$ cat src/rtl/counter_reg.sv
// Up-counter register with synchronous increment and synchronous clear (flush).
// The count is the register itself, so out never depends combinationally on inc/flush.
module counter_reg #(
    parameter int width = 32
) (
    input  logic             clk,
    input  logic             rst_n,
    input  logic             inc,
    input  logic             flush,
    output logic [width-1:0] out
);

    // Flush wins over inc; the increment wraps modulo 2^width.
    always_ff @(posedge clk or negedge rst_n) begin
        if (!rst_n)
            out <= '0;
        else if (flush)
            out <= '0;
        else if (inc)
            out <= out + width'(1);
    end

endmodule

$ cat config.mk
export PLATFORM = sky130hd
export DESIGN_NAME = counter_reg
export DESIGN_NICKNAME = d
export VERILOG_FILES = /design/src/rtl/counter_reg.sv
export SDC_FILE = /design/constraint.sdc
export NUM_CORES = 1
export LEC_CHECK = 0
export CORE_ASPECT_RATIO = 1.1
export CORE_MARGIN = 5
export CORE_UTILIZATION = 40
export DETAILED_ROUTE_END_ITERATION = 8
export PLACE_DENSITY = 0.65
export SYNTH_ARGS = -nofsm -noshare
export SYNTH_HDL_FRONTEND = slang
export SYNTH_SLANG_ARGS = --single-unit
$ cat constraint.sdc
create_clock -name clk -period 2.8 [get_ports clk]
set_clock_uncertainty 0.2 [all_clocks]
set_input_delay 0.7 -clock clk [delete_from_list [all_inputs] [get_ports clk]]
set_output_delay 0.7 -clock clk [all_outputs]
set_load 0.05 [all_outputs]
Word-level counts from Yosys, hierarchy flattened --
Cells that the tools add are included.
Storage, ports and cells: bits in registers 32, bits of input ports 4, output and inout port bits 32, logic and storage cells 5
Operators by class: $add $sub $neg 1, mux-type cells 2, reductions and logical operators 1
Operators with widths (count):
- $mux W32 | 2
- $add A32 B1 Y32 const B | 1
- $reduce_bool A2 Y1 | 1

Logic depth before layout (Yosys ltp) --
Gate-level depths: netlist (run 1).
word-level depth 3, gate-level depth with buffers 7, mapped depth without buffers 5

Worst setup path before layout (run 1) --
No wires, ideal clock.
path type register to register, from register out[0], to register out[24], setup time 0.078 ns, arrival time 2.209 ns, required time 2.522 ns, slack 0.313 ns, cell stages (with the launch flop) 7, buffers on the path 1, period minus slack after synthesis 2.487 ns, cell sequence dfrtp_1 > ha_1 > o211ai_1 > or3_1 > buf_2 > or4_1 > a21oi_1
Between the ends: cells in the longest elaborated chain, start to end 3
RTL lines:
- start, declared | RTL line 10 | output logic [width-1:0] out
- start signal, assigned | RTL line 20 | out <= out + width'(1);
- $add A32 B1 Y32 | RTL line 20
- $mux W32 | RTL line 19 | else if (inc)
- $mux W32 | RTL line 17 | else if (flush)
No other way between the ends. The select of a mux whose other input is x is not followed. A chain may end at the register's enable or synchronous reset.

Worst setup path after layout (run 1) --
from input flush, to register out[31]
Between the ends: cells in the longest elaborated chain, start to end 1
RTL lines:
- start, declared | RTL line 9 | input logic flush,
- $mux W32 / $reduce_bool A2 Y1 (equally long branches)
Parallel ways exist; a longest one is shown, timed or not.

==> flow_summary.json, run 1 <==
{
  "synth_edf_count": 0,
  "clock_sinks": 32,
  "switchingPower_mw": 0.2137,
  "fp.dieH_um": 77.98,
  "fin_setup_tns_ps": 0,
  "n_antenna_cell": 0,
  "antenna_left": 0,
  "synth_warnings": 0,
  "die-area_sq_um": 5599,
  "start_kind": "input pin",
  "multi_input_area_sq_um": 800.8,
  "start_util": 0.4176,
  "post-route-period-util": 0.9530,
  "grt_max_degree": 33,
  "core_area_sq_um": 4024,
  "cp_max_fo": 12,
  "switching_share": 0.2228,
  "cap_violations": 0,
  "p_per_area_nw_per_um2": 430.2,
  "post_cts_resized": 0,
  "status": "finished clean",
  "synth_top_area_frac": 0.4765,
  "max_slew_margin": 0.6347,
  "io_buffers": 35,
  "period_needed_ps": 2668,
  "vias": 1484,
  "tightest_slew_ps": 548.0,
  "gp_congestion": 0.7611,
  "critPathSlowestCell": "clkdlybuf4s50_1",
  "wl_per_cell_um": 15.15,
  "clockBufferDepth": 2,
  "cts.htree.levels": 2,
  "holdWs_ps": 360.9,
  "drc": 0,
  "syn_to_final_growth_pct": 32.69,
  "io_pins": 36,
  "critPathBufInv": 1,
  "clock_latency_ps": 290,
  "pwr-share-seq": 0.491,
  "synthesis.area_sq_um": 1680,
  "pwr-share-comb": 0.054,
  "largest_reg_flops": 32,
  "finalMaxSlewViolations": 0,
  "hold_viol_final": 0,
  "top_regs": "out (32)",
  "grt_pass1_wl_um": 6734,
  "dp_hpwl_um": 2889,
  "hp-class": "flop to flop",
  "regArea_sq_um": 800.8,
  "grt_pass1_vias": 1414,
  "syn_area_per_cell_sq_um": 9.548,
  "setup_violations": 0,
  "track_usage": 0.1535,
  "viasPerCell": 5.496,
  "cts-buffers-inserted": 5,
  "cts_setup_buffers": 0,
  "largest-register": "out",
  "path_cells": "clkdlybuf4s50_1 -> o2111ai_4 -> or3_1 -> or4_1 -> a21oi_1",
  "stdcell_count": 270,
  "worstPathArrival_ps": 2680,
  "yosysTopAreaCell": "dfrtp_1",
  "async_flop_share": 1.000,
  "die_w_um": 71.80,
  "clockPowerShare": 0.456,
  "place_inst": 262,
  "worst_path_largest_cell_delay_ps": 570,
  "clock-root-buffer": "clkbuf_8",
  "nNetsFinal": 222,
  "ir_worst_vdd_mv": 0.3227,
  "synth_area_leaders": "dfrtp_1, a21oi_1, or4_1, o31ai_1, xnor2_1",
  "drtIter0Drc": 65,
  "ys_seq_area_frac": 0.4765,
  "dp_slack_ps": -169.8,
  "drt_pass1_iterations": 4,
  "ctsHoldBuffers": 0,
  "synthFlopType": "dfrtp_1",
  "fin_util": 0.5541,
  "path_clk_slew_ps": 60,
  "wirelength_um": 4090,
  "endpoint_kind": "flop",
  "row_count": 24,
  "netlist_instances": 176,
  "crit_family": "simple AND/OR/NAND/NOR gates",
  "synth_cell_types": 28,
  "intPower_mw": 0.7455,
  "antenna_found_initial": 0,
  "drive_gt1_frac": 0.09174,
  "clock.fmax_mhz": 374.8,
  "cp_data_required_time_ps": 2810,
  "finalWorstSetupSlack_ps": 131.7,
  "fillerInstances": 380,
  "p_leak_nw": 0.8235,
  "synth_fp_nets": 181,
  "grt_overflow": 0,
  "path_class": "input pin to flop",
  "grt_setup_unrepaired": "false",
  "cts_tree": "yes",
  "ys_ff_latch": 32
}
==> per-stage QoR <==
| step | power (mW) | cell area [sq um] |
|---|---|---|
| after floorplan | 0.5056 | 1680 |
| after global placement | 0.5302 | 2122 |
| after detailed placement | 0.5314 | 2122 |
| after CTS | 0.9746 | 2230 |
| after global routing | 0.9985 | 2230 |
| final | 0.9592 | 2230 |
==> synth_stat cells (2+ instances only) <==
master and count:
a21oi_1 20, and4_1 4, buf_2 2, buf_4 2, clkbuf_1 6, dfrtp_1 32, inv_1 6, nand2_1 13
nand3_1 6, nand4_1 5, nor2_1 12, nor3_1 2, nor4_1 4, o21ai_0 8, o31ai_1 12, or3_1 9
or4_1 13, xnor2_1 7, xor2_1 4
==> worst paths after layout <==
path / from / endpoint / slack (ps) / depth (start not counted)
worst max-delay path: flush / out[31] / 130 / 5
worst min-delay path: out[31] / out[31] / 360 / 2
worst max register to register: out[11] / out[31] / 380 / 4
worst min register to register: out[31] / out[31] / 360 / 2
max in group asynchronous: rst_n / out[12] / 1490 / 2
min in group asynchronous: rst_n / out[26] / 610 / 2
==> layer usage <==
metal / track usage / wire length, um / up-vias
met3: 0.05556 / 230 / 6
met4: 0.06015 / 56 / 0
li1: - / - / 732
met2: 0.2574 / 2115 / 34
met1: 0.1769 / 1688 / 712
met5: 0 / 0 / -
==> logic make-up (layout without fill, tap and decap cells) <==
group	Yosys count	in the layout	share of synthesized area
multiplexers	1	1	0.005957
AND/OR/NAND/NOR	70	70	0.2427
XOR/XNOR	11	11	0.05733
adder cells (fa/ha/maj)	1	1	0.007445
flip-flops	32	32	0.4765
AO/OA/AOI/OAI	43	43	0.1631
buffers and inverters	18	60	0.04690
==> layout make-up <==
class / count / share of cell area
Clock inverter: 2 / 0.01571
Clock buffer: 6 / 0.03255
Tap cell: 52 / 0.02918
Multi-Input combinational cell: 126 / 0.3591
Inverter: 6 / 0.01010
Timing Repair Buffer: 46 / 0.1942
Sequential cell: 32 / 0.3591
==> power by group through the flow <==
stage	Combinational, mW	Sequential (mW)	Clock, mW
final	0.0516	0.471	0.437
after global routing	0.0567	0.471	0.471
after CTS	0.0526	0.471	0.452
after detailed placement	0.0524	0.479	0
after global placement	0.0511	0.479	0
after floorplan	0.0165	0.489	0
==> worst register-to-register path, cell delays in order, from the launching register on <==
cell and delay [ps]:
dfrtp_1 450, nand4_1 160, or4_1 810, or4_1 570, a21oi_1 160
==> layout by cell type (no fill, tap or decap) <==
master,synthesis,final
nand3_1,6,6
nand4_1,5,5
or4_1,13,13
inv_1,6,6
bufinv_16,0,1
clkdlybuf4s50_1,0,35
clkbuf_1,6,1
nor4_1,4,4
buf_4,2,11
clkinv_2,0,1
nand4_4,1,1
o211a_1,1,1
or3_1,9,9
clkbuf_8,0,5
nand2_1,13,13
mux2i_1,1,1
o2111ai_4,1,1
dfrtp_1,32,32
o211ai_1,1,1
nor2_1,12,12
xnor2_1,7,7
o31ai_1,12,12
ha_1,1,1
nand3b_1,1,1
nor3_1,2,2
o21ai_0,8,8
xor2_1,4,4
a21oi_1,20,20
and4_1,4,4
No activity file was read; power rests on OpenSTA's default activity.
==> run 2: changes to the inputs <==
--- a/config.mk
+++ b/config.mk
@@ -6,10 +6,9 @@
 export NUM_CORES = 1
 export LEC_CHECK = 0
 export CORE_ASPECT_RATIO = 1.1
-export CORE_MARGIN = 5
 export CORE_UTILIZATION = 40
 export DETAILED_ROUTE_END_ITERATION = 8
-export PLACE_DENSITY = 0.65
+export PLACE_DENSITY = 0.66
 export SYNTH_ARGS = -nofsm -noshare
 export SYNTH_HDL_FRONTEND = slang
 export SYNTH_SLANG_ARGS = --single-unit
==> flow_summary.json, run 2 (synthesized netlist as in run 1, its figures left out) <==
{
  "status": "finished clean",
  "worstPathArrival_ps": 2670,
  "io_pins": 36,
  "hold_viol_final": 0,
  "cp_max_fo": 13,
  "cp_data_required_time_ps": 2800,
  "grt_max_degree": 33,
  "antenna_left": 0,
  "tightest_slew_ps": 518.8,
  "finalPower_mw": 0.8901,
  "largest_reg_flops": 32,
  "period_needed_ps": 2669,
  "grt_pass1_wl_um": 6651,
  "ir_worst_vdd_mv": 0.2858,
  "top_regs": "out (32)",
  "dpl_cell_area_sq_um": 2137,
  "cts-buffers-inserted": 5,
  "largest-register": "out",
  "path_cells": "clkdlybuf4s50_1 -> o211ai_1 -> or3_1 -> buf_4 -> or4_1 -> a21oi_1",
  "track_usage": 0.1933,
  "grt_setup_unrepaired": "false",
  "fin_area_sq_um": 2232,
  "die-area_sq_um": 4465,
  "post-route-period-util": 0.9531,
  "crit_family": "simple AND/OR/NAND/NOR gates",
  "row_count": 24,
  "start_kind": "input pin",
  "gp_congestion": 0.7677,
  "hp-class": "flop to flop",
  "clock.fmax_mhz": 374.7,
  "dp_hpwl_um": 2722,
  "path_class": "input pin to flop",
  "wirelength_um": 3955,
  "syn_to_final_growth_pct": 32.84,
  "cts.htree.levels": 2,
  "viasPerCell": 5.610,
  "path_clk_slew_ps": 60,
  "cts_tree": "yes",
  "grt_pass1_vias": 1431,
  "setup_violations": 0,
  "drc": 0,
  "clockBufferDepth": 2,
  "p_per_area_nw_per_um2": 398.8,
  "start_util": 0.4207,
  "core_area_sq_um": 3994,
  "layout_common_cells": "clkdlybuf4s50_1, dfrtp_1, a21oi_1",
  "r2r_start": "out[11]",
  "critPathBufInv": 2,
  "max_slew_margin": 0.6530,
  "drtIter0Drc": 82,
  "worst_path_largest_cell_delay_ps": 590,
  "drt_pass1_iterations": 4,
  "finalMaxSlewViolations": 0,
  "clock_sinks": 32,
  "ctsHoldBuffers": 0,
  "cap_violations": 0,
  "clock-root-buffer": "clkbuf_8",
  "fp.dieH_um": 69.98,
  "endpoint_kind": "flop",
  "vias": 1526,
  "layout_commonest_cell": "clkdlybuf4s50_1",
  "critPathLaunch": "flush",
  "n_antenna_cell": 0,
  "nNetsFinal": 224,
  "p_leak_nw": 0.8245,
  "drive_gt1_frac": 0.1000,
  "io_buffers": 35,
  "critPathSlowestCell": "clkdlybuf4s50_1",
  "clock_latency_ps": 290,
  "die_w_um": 63.80,
  "r2r_setup_slack_ps": 400,
  "antenna_found_initial": 0,
  "wl_per_cell_um": 14.54,
  "grt_overflow": 0,
  "min-delay-start": "out[31]"
}
run 2: area by class of cell:
cell class	count	area (sq um)
Sequential cell	32	800.8
Inverter	6	22.52
Fill cell	350	1762
Timing Repair Buffer	48	447.9
Multi-Input combinational cell	126	805.8
Clock buffer	8	90.09
Tap cell	52	65.06
run 2: repair_timing:
action / 4_1_cts / 5_1_grt
hold endpoints to repair: 0 / 0
buffers inserted: 0 / 0
gates resized for setup: 0 / 1
setup endpoints to repair: 0 / 1
run 2: metal layers:
layer | track usage | part of all wire | wire (um)
met4 | 0.09848 | 0.021 | 85
met5 | 0 | 0 | 0
met3 | 0.05229 | 0.044 | 173
met1 | 0.2268 | 0.44 | 1752
met2 | 0.3203 | 0.49 | 1944
run 2: report_power, final:
group          leakage (nW)  internal, mW  switching, mW
clock network        0.0455         0.200          0.167
logic                 0.333        0.0174         0.0350
registers             0.446         0.465        0.00528
run 2: worst register-to-register path, delay by kind of cell (launching register included):
family,cells,cell delay (ps)
compound gates,1,200
simple gates,3,1460
flops,1,440
run 2: worst paths after layout:
check                           endpoint  depth (start not counted)
worst max-delay path             out[24]                          6
worst min-delay path             out[31]                          2
worst max register to register   out[24]                          4
worst min register to register   out[31]                          2
max in group asynchronous         out[4]                          2
min in group asynchronous        out[28]                          2
run 2: stage by stage:
stage / setup slack [ps] / cells / hold slack (ps) / util / TNS, ps
2_1_floorplan: 313.0 / 176 / 204.4 / - / 0
6_report: 131.3 / 272 / 362.6 / 0.5589 / 0
4_1_cts: 99.09 / 272 / 357.1 / 0.5576 / 0
5_1_grt: 17.01 / 272 / 389.9 / 0.5589 / 0
3_3_place_gp: -143.9 / 264 / 339.4 / 0.5351 / -1579
3_5_place_dp: -188.7 / 264 / 349.0 / 0.5351 / -2065
